==> config.mk <==
export PLATFORM = sky130hd
export DESIGN_NAME = sparsity_encoder_flat
export DESIGN_NICKNAME = d
export VERILOG_FILES = /design/src/rtl/sparsity_if.sv /design/src/rtl/sparsity_encoder.sv /design/src/flat_wrapper.sv
export SDC_FILE = /design/constraint.sdc
export NUM_CORES = 1
export LEC_CHECK = 0
export ABC_CLOCK_PERIOD_IN_PS = 4500
export BUFFER_PORTS_ARGS = -buffer_cell sky130_fd_sc_hd__buf_2
export CORE_MARGIN = 2
export CORE_UTILIZATION = 41
export CTS_BUF_LIST = sky130_fd_sc_hd__clkbuf_16
export CTS_CLUSTER_SIZE = 25
export DETAILED_ROUTE_END_ITERATION = 6
export GPL_TIMING_DRIVEN = 0
export PLACE_DENSITY = 0.61
export SYNTH_ARGS = -nofsm -noshare
export SYNTH_HDL_FRONTEND = slang
export SYNTH_SLANG_ARGS = --single-unit
==> constraint.sdc <==
create_clock -name clk -period 4.5 [get_ports clk]
set_input_delay 0 -clock clk [delete_from_list [all_inputs] [get_ports clk]]
set_output_delay 0 -clock clk [all_outputs]
set_load 0.01 [all_outputs]
==> src/rtl/sparsity_if.sv <==
// sparsity_if: job control, dense input, compacted nonzero output and flag RAM write port of the sparsity encoder.
interface sparsity_if #(
    parameter int DATA_WIDTH = 8,
    parameter int FLAG_WIDTH = 16,
    parameter int ADDR_WIDTH = 4,
    parameter int GRP_WIDTH  = 8
);
    logic                          start;
    logic [GRP_WIDTH-1:0]          num_groups;
    logic                          in_valid;
    logic [DATA_WIDTH-1:0]         in_data;
    logic                          in_ready;
    logic                          nz_valid;
    logic [DATA_WIDTH-1:0]         nz_data;
    logic                          nz_ready;
    logic                          wr_req;
    logic [FLAG_WIDTH-1:0]         wr_data;
    logic [ADDR_WIDTH-1:0]         wr_addr;
    logic [$clog2(FLAG_WIDTH):0]   wr_nz_cnt;
    logic                          busy;
    logic                          done;

    modport master (
        output start, num_groups, in_valid, in_data, nz_ready,
        input  in_ready, nz_valid, nz_data, wr_req, wr_data, wr_addr, wr_nz_cnt, busy, done
    );

    modport slave (
        input  start, num_groups, in_valid, in_data, nz_ready,
        output in_ready, nz_valid, nz_data, wr_req, wr_data, wr_addr, wr_nz_cnt, busy, done
    );
endinterface

==> src/rtl/sparsity_encoder.sv <==
// sparsity_encoder: packs a dense stream into per-group sparsity flag words (bit k = element k nonzero)
// written to the flag RAM, and forwards the nonzero elements in arrival order.
module sparsity_encoder #(
    parameter int DATA_WIDTH = 8,
    parameter int FLAG_WIDTH = 16,
    parameter int ADDR_WIDTH = 4,
    parameter int GRP_WIDTH  = 8
) (
    input logic       clk,
    input logic       reset,
    sparsity_if.slave bus
);
    localparam int CW = $clog2(FLAG_WIDTH);
    localparam int PW = CW + 1;

    typedef enum logic [1:0] {IDLE, RUN, FLUSH, DONE} state_t;

    state_t                state, state_nx;
    logic [FLAG_WIDTH-1:0] acc, word;
    logic [CW-1:0]         elem;
    logic [GRP_WIDTH-1:0]  grp, last_grp;
    logic [ADDR_WIDTH-1:0] addr;
    logic [PW-1:0]         pop;
    logic                  accept, elem_last, grp_last;

    assign bus.in_ready = (state == RUN) && (!bus.nz_valid || bus.nz_ready);
    assign bus.busy     = state != IDLE;
    assign bus.done     = state == DONE;
    assign accept       = bus.in_valid && bus.in_ready;
    assign elem_last    = elem == CW'(FLAG_WIDTH - 1);
    assign grp_last     = grp == last_grp;
    // word includes the element being accepted so a completed group is written without an extra cycle
    assign word         = acc | (FLAG_WIDTH'(|bus.in_data) << elem);

    always_comb begin
        pop = '0;
        for (int i = 0; i < FLAG_WIDTH; i++) pop = pop + PW'(word[i]);
    end

    always_comb begin
        state_nx = state;
        case (state)
            IDLE:    state_nx = !bus.start ? IDLE : (bus.num_groups != '0 ? RUN : DONE);
            RUN:     state_nx = accept && elem_last && grp_last ? FLUSH : RUN;
            FLUSH:   state_nx = !bus.nz_valid && !bus.wr_req ? DONE : FLUSH;
            default: state_nx = IDLE;
        endcase
    end

    always_ff @(posedge clk or negedge reset) begin
        if (!reset) state <= IDLE;
        else        state <= state_nx;
    end

    always_ff @(posedge clk or negedge reset) begin
        if (!reset) begin
            acc           <= '0;
            elem          <= '0;
            grp           <= '0;
            last_grp      <= '0;
            addr          <= '0;
            bus.nz_valid  <= 1'b0;
            bus.nz_data   <= '0;
            bus.wr_req    <= 1'b0;
            bus.wr_data   <= '0;
            bus.wr_addr   <= '0;
            bus.wr_nz_cnt <= '0;
        end else begin
            bus.wr_req <= 1'b0;
            if (state == IDLE && bus.start) begin
                acc      <= '0;
                elem     <= '0;
                grp      <= '0;
                addr     <= '0;
                last_grp <= bus.num_groups - 1'b1;
            end
            if (accept) begin
                acc  <= elem_last ? '0 : word;
                elem <= elem_last ? '0 : elem + 1'b1;
            end
            if (accept && elem_last) begin
                bus.wr_req    <= 1'b1;
                bus.wr_data   <= word;
                bus.wr_nz_cnt <= pop;
                bus.wr_addr   <= addr;
                addr          <= addr + 1'b1;
                grp           <= grp + 1'b1;
            end
            // in_ready guarantees a held element is never overwritten before it is popped
            if (accept && |bus.in_data) begin
                bus.nz_valid <= 1'b1;
                bus.nz_data  <= bus.in_data;
            end else if (bus.nz_ready) begin
                bus.nz_valid <= 1'b0;
            end
        end
    end
endmodule

==> src/flat_wrapper.sv <==
// flat-port wrapper written by rule: the top's interface ports become plain ports
module sparsity_encoder_flat 
#(
    parameter int DATA_WIDTH = 8,
    parameter int FLAG_WIDTH = 16,
    parameter int ADDR_WIDTH = 4,
    parameter int GRP_WIDTH  = 8
)
  (clk, reset, bus_start, bus_num_groups, bus_in_valid, bus_in_data, bus_nz_ready, bus_in_ready, bus_nz_valid, bus_nz_data, bus_wr_req, bus_wr_data, bus_wr_addr, bus_wr_nz_cnt, bus_busy, bus_done);
  sparsity_if #(.DATA_WIDTH(DATA_WIDTH), .FLAG_WIDTH(FLAG_WIDTH), .ADDR_WIDTH(ADDR_WIDTH), .GRP_WIDTH(GRP_WIDTH)) bus_i ();
  input logic clk;
  input logic reset;
  input wire logic [$bits(bus_i.start)-1:0] bus_start;
  input wire logic [$bits(bus_i.num_groups)-1:0] bus_num_groups;
  input wire logic [$bits(bus_i.in_valid)-1:0] bus_in_valid;
  input wire logic [$bits(bus_i.in_data)-1:0] bus_in_data;
  input wire logic [$bits(bus_i.nz_ready)-1:0] bus_nz_ready;
  output wire logic [$bits(bus_i.in_ready)-1:0] bus_in_ready;
  output wire logic [$bits(bus_i.nz_valid)-1:0] bus_nz_valid;
  output wire logic [$bits(bus_i.nz_data)-1:0] bus_nz_data;
  output wire logic [$bits(bus_i.wr_req)-1:0] bus_wr_req;
  output wire logic [$bits(bus_i.wr_data)-1:0] bus_wr_data;
  output wire logic [$bits(bus_i.wr_addr)-1:0] bus_wr_addr;
  output wire logic [$bits(bus_i.wr_nz_cnt)-1:0] bus_wr_nz_cnt;
  output wire logic [$bits(bus_i.busy)-1:0] bus_busy;
  output wire logic [$bits(bus_i.done)-1:0] bus_done;
  assign bus_i.start = bus_start;
  assign bus_i.num_groups = bus_num_groups;
  assign bus_i.in_valid = bus_in_valid;
  assign bus_i.in_data = bus_in_data;
  assign bus_i.nz_ready = bus_nz_ready;
  assign bus_in_ready = bus_i.in_ready;
  assign bus_nz_valid = bus_i.nz_valid;
  assign bus_nz_data = bus_i.nz_data;
  assign bus_wr_req = bus_i.wr_req;
  assign bus_wr_data = bus_i.wr_data;
  assign bus_wr_addr = bus_i.wr_addr;
  assign bus_wr_nz_cnt = bus_i.wr_nz_cnt;
  assign bus_busy = bus_i.busy;
  assign bus_done = bus_i.done;
  sparsity_encoder #(.DATA_WIDTH(DATA_WIDTH), .FLAG_WIDTH(FLAG_WIDTH), .ADDR_WIDTH(ADDR_WIDTH), .GRP_WIDTH(GRP_WIDTH)) u_core (.clk(clk), .reset(reset), .bus(bus_i));
endmodule
Word level (Yosys, flattened, before mapping)
Cells that the tools add are included.

Register bits: 77. Latch bits: 0. RAM bits: 0. ROM bits: 0. Bits of input ports: 21. Logic and storage cells: 72. Memories: 0.

Add/sub/neg operators: 19. Multipliers: 0. Div/mod/pow operators: 0. Order comparisons: 0. Equal/unequal tests: 5. Shift-type cells: 1. Mux-type cells: 17. Bitwise logic cells: 1. Reductions and logical operators: 17.

Operator list (count): adder 5 x 1 -> 5 bit (14); 2-to-1 mux 16 bit (3); 2-to-1 mux 4 bit (4); 2-to-1 mux 8 bit (2); bitwise OR 16 bit (1); left shift 1 x 4 -> 16 bit (1); adder 4 x 1 -> 4 bit, second input constant (2); adder 8 x 1 -> 8 bit, second input constant (1); equality test 8 bit (1); nonzero test 2 bit (4); nonzero test 8 bit (1); OR reduction 8 bit (1); subtractor 8 x 1 -> 8 bit, second input constant (1); logical AND 1 bit (7); 2-to-1 mux 2 bit (3); case mux 2 bit (3 select lines) (1); equality test 2 bit, second input constant (2); equality test 4 bit, second input constant (1); 2-to-1 mux 1 bit (4); adder 1 x 1 -> 2 bit (1); equality test 2 x 1 -> 1 bit, second input constant (1); logical NOT 1 bit (2); logical NOT 2 bit (1); logical OR 1 bit (1).

Logic depth before layout (Yosys ltp)
Depth after elaboration: 18. Depth in mapped cells: 17.

Least setup slack after synthesis
OpenSTA, ideal clock, no wires.

Path type: register -> register. Start point: register u_core.elem[1]. End point: register u_core.bus.wr_nz_cnt[1]. Data arrival time: 4.297 ns. Required time: 4.383 ns. Setup slack: 0.087 ns. Stages on the path, launching flop included: 15. Period minus slack after synthesis: 4.413 ns. Cells stage by stage: dfrtp_1 clkbuf_1 nor3_1 a21o_2 ha_1 fa_1 fa_1 fa_1 inv_1 fa_1 fa_1 inv_1 fa_1 nand2_1 nand2_1.

Cells in the longest elaborated chain, start to end: 17. Elaborated cells between the ends (all ways): 19.

Ends and longest elaborated chain: start, declared (RTL line sparsity_encoder.sv:20) `logic [CW-1:0] elem;`; start signal, assigned (RTL line sparsity_encoder.sv:79) `elem <= elem_last ? '0 : elem + 1'b1;`; left shift 1 x 4 -> 16 bit (RTL line sparsity_encoder.sv:33) `assign word = acc | (FLAG_WIDTH'(|bus.in_data) << elem);`; bitwise OR 16 bit (RTL line sparsity_encoder.sv:33); named net u_core.word[0] (RTL line sparsity_encoder.sv:19) `logic [FLAG_WIDTH-1:0] acc, word;`; adder 1 x 1 -> 2 bit (RTL line sparsity_encoder.sv:37) `for (int i = 0; i < FLAG_WIDTH; i++) pop = pop + PW'(word[i]);`; adder 5 x 1 -> 5 bit (14 in series) (RTL line sparsity_encoder.sv:37); named net u_core.pop[1] (RTL line sparsity_encoder.sv:23) `logic [PW-1:0] pop;`; end signal, assigned (RTL line sparsity_encoder.sv:84) `bus.wr_nz_cnt <= pop;`; end, declared (RTL line sparsity_if.sv:30) `output in_ready, nz_valid, nz_data, wr_req, wr_data, wr_addr, wr_nz_cnt, busy, done`.

The timed path passes the listed nets, and every way through them passes these cells. A chain may end at the register's enable or synchronous reset.

Final worst setup path
Start point: register u_core.elem[1]. End point: register u_core.bus.wr_nz_cnt[4].

Cells in the longest elaborated chain, start to end: 17. Elaborated cells between the ends (all ways): 19.

Ends and longest elaborated chain (RTL line): left shift 1 x 4 -> 16 bit (sparsity_encoder.sv:33); bitwise OR 16 bit (sparsity_encoder.sv:33); named net u_core.word[0] (sparsity_encoder.sv:19); adder 1 x 1 -> 2 bit (sparsity_encoder.sv:37); adder 5 x 1 -> 5 bit (14 in series) (sparsity_encoder.sv:37).

The timed path passes the listed nets, and every way through them passes these cells.

==> flow_metrics.tcl <==
set metrics [dict create \
    leakage_nw 2.50 \
    initial_core_util_pct 42.2 \
    die-area_um2 10300 \
    ys_seq_elements 77 \
    cp_data_required_time_ns 4.72 \
    setup_viol 0 \
    ir_drop_v 0.000622 \
    end_kind "flop" \
    ys_seq_area_share_pct 49.5 \
    synth_area_um2 3890 \
    synth_fp_nets 413 \
    cts-root-buf "clkbuf_16" \
    clock-sinks 77 \
    antenna_found_initial 0 \
    synth-edff-count 0 \
    hold_path_end "u_core.last_grp[2]" \
    area_growth_pct 27.3 \
    fmax_mhz 230 \
    final_cell_mix "nand2_1, dfrtp_1, buf_2" \
    cts_inserted_buffers 9 \
    r2r_cells 16 \
    r2r-start "u_core.elem[1]" \
    grt_pass1_wl_um 14300 \
    grt_pass1_vias 2917 \
    p_per_area_nw_per_um2 779 \
    p_sw_share_pct 39.4 \
    rrSetupSlack_ns 0.15 \
    status "complete, no violations" \
    yosys.area.top_type_share_pct 49.5 \
    post-route-drc-count 0 \
    grt_overflow_total 0 \
    dp_hpwl_um 6080 \
    p_int_mw 2.34 \
    period_share_pct 96.6 \
    drive_gt1_share_pct 27.7 \
    num_io_pins 59 \
    hold_class "in2reg" \
    clk_path_buf_depth 2 \
    finClkSkew_ns 0.00521 \
    num_antenna_cells 0 \
    final_common_cell "nand2_1" \
    grt_util_all_layers_pct 17.9 \
    wl_per_cell_um 14.6 \
    synth_area_leaders "dfrtp_1, nand2_1, fa_1" \
    relSlewSlack_pct 66.1 \
    vias_per_cell 5.09 \
    die_w_um 101 \
    comb_power_share_pct 53.3 \
    hold_start "bus_num_groups[2]" \
    yosysUniqueCellTypes 49 \
    maxSlewViolCount 0 \
    clk_pin_slew_worst_paths_ns 0.06 \
    rsz0062_at_grt "yes" \
    synth_warnings 0 \
    worst_slew_pin_slew_ns 0.509 \
    ys_async_sr_fraction_pct 100 \
    start_kind "flop" \
    cts_tree "yes" \
    first_pass_iters 5 \
    num_rows 35 \
    numPortBuffers 58 \
    grt_max_degree 46 \
    synthCells 373 \
    via_count 3026 \
    r2r_end "u_core.bus.wr_nz_cnt[4]" \
    post-route-util_pct 53.7 \
    p_seq_share_pct 25.3 \
    p_sw_mw 1.52 \
    htreeDepth 3 \
    yosysTopAreaCell "dfrtp_1" \
    crit_type "reg2reg" \
    path_max_fanout 10 \
    coreArea_um2 9240 \
    fillers 852 \
    totalWireLength_um 8680 \
    fin_crit_ns 4.35 \
    hold_slack_ns 0.0184 \
    maxCapViolations 0 \
    cp.arrival_ns 4.57 \
    whs_path_depth 3 \
    place.gp.congestion 0.828 \
    die_h_um 101 \
    ys.flop_type "dfrtp_1" \
    hold_viol_final 0 \
    nets 501 \
    antenna_left 0 \
    clk_latency_ns 0.34 \
    avgSynthCellArea_um2 10.4 \
    p_clk_share_pct 21.4 \
    drt-initial-drc-count 95 \
]
[final cells by class]
cell class / instances / area (µm²) / share of cell area (%)
buffer: 16 / 108 / 2.17
clock buffer: 9 / 225 / 4.54
clock inverter: 7 / 114 / 2.30
inverter: 20 / 75.1 / 1.51
multi-input combinational: 260 / 1860 / 37.5
sequential: 77 / 1930 / 38.9
tap: 129 / 161 / 3.26
timing repair buffer: 77 / 488 / 9.84
[logic make-up after synthesis]
group | synth area share, %
fa+ha+maj | 8.03
mux | 3.92
simple gates | 18.8
compound gates | 12.3
flops | 49.5
xor+xnor | 3.15
buf+inv | 4.34
[state kept, by name, indices dropped and copies added, names as in the netlist]
register              cells
u_core.addr               4
u_core.bus.wr_data       16
u_core.last_grp           8
u_core.elem               4
u_core.bus.wr_addr        4
u_core.acc               16
u_core.state              2
u_core.bus.wr_req         1
u_core.bus.nz_valid       1
u_core.bus.wr_nz_cnt      5
u_core.grp                8
u_core.bus.nz_data        8
[power by group through the flow]
| stage | Clock [mW] | Sequential (mW) | Combinational [mW] |
|---|---|---|---|
| final | 0.827 | 0.978 | 2.06 |
| after global routing | 0.866 | 1.00 | 2.40 |
| after CTS | 0.839 | 0.978 | 2.04 |
| after detailed placement | 0 | 0.989 | 1.94 |
| after global placement | 0 | 0.983 | 1.92 |
| after floorplan | 0 | 0.997 | 1.48 |
[critical path, cell delays in order (launching register included)]
cell	delay, ns
dfrtp_1	0.42
buf_8	0.17
nor3_4	0.20
a21o_2	0.16
ha_1	0.24
fa_1	0.51
fa_1	0.44
fa_1	0.54
inv_1	0.05
fa_1	0.56
fa_2	0.21
inv_1	0.05
fa_1	0.40
nand2_1	0.08
nand2_1	0.05
nand3_1	0.08
nand2_1	0.05
[Yosys cell counts, types with 5 or more instances]
master,n
a32o_1,5
mux2_2,10
xnor2_1,5
ha_1,9
xor2_1,9
o21ai_0,13
fa_1,10
nor2_1,11
a31oi_1,5
inv_1,20
and3_1,5
a21oi_1,18
nand3_1,14
dfrtp_1,77
nand2_1,80
a22o_2,5
buf_2,6
[layer usage]
layer | track usage (%) | part of all wire, %
met4 | 7.17 | 1.7
met3 | 2.35 | 2.7
met1 | 25.3 | 49
met2 | 27.9 | 46
met5 | 0 | 0
[repair_timing]
action                     CTS  global route
hold endpoints to repair    44             0
gates resized for setup     11             8
hold buffers                13             0
setup buffers                1             4
pin swaps                    0             5
setup endpoints to repair    4             4
[worst max path at each step]
| stage | from | to | slack [ns] | cells after the start |
|---|---|---|---|---|
| floorplan | u_core.elem[1] | u_core.bus.wr_nz_cnt[1] | 0.09 | 14 |
| global placement | u_core.elem[0] | u_core.bus.wr_nz_cnt[1] | -0.18 | 14 |
| detailed placement | u_core.elem[1] | u_core.bus.wr_nz_cnt[1] | -0.18 | 14 |
| CTS | u_core.elem[0] | u_core.bus.wr_nz_cnt[1] | 0.02 | 14 |
| global route | u_core.elem[1] | u_core.bus.wr_nz_cnt[2] | -0.02 | 14 |
| finish | u_core.elem[1] | u_core.bus.wr_nz_cnt[4] | 0.15 | 16 |
[metrics by stage]
stage                     setup slack, ns  TNS, ns  cell area (µm²)  instances  total power, mW
after floorplan                    0.0867        0             3890        373             2.48
after CTS                          0.0210        0             4900        591             3.86
final                               0.152        0             4960        595             3.86
after detailed placement           -0.185   -0.524             4380        561             2.93
after global routing              -0.0238  -0.0434             4960        595             4.27
after global placement             -0.182   -0.461             4350        560             2.91
Power figures use the tool's default switching activity.
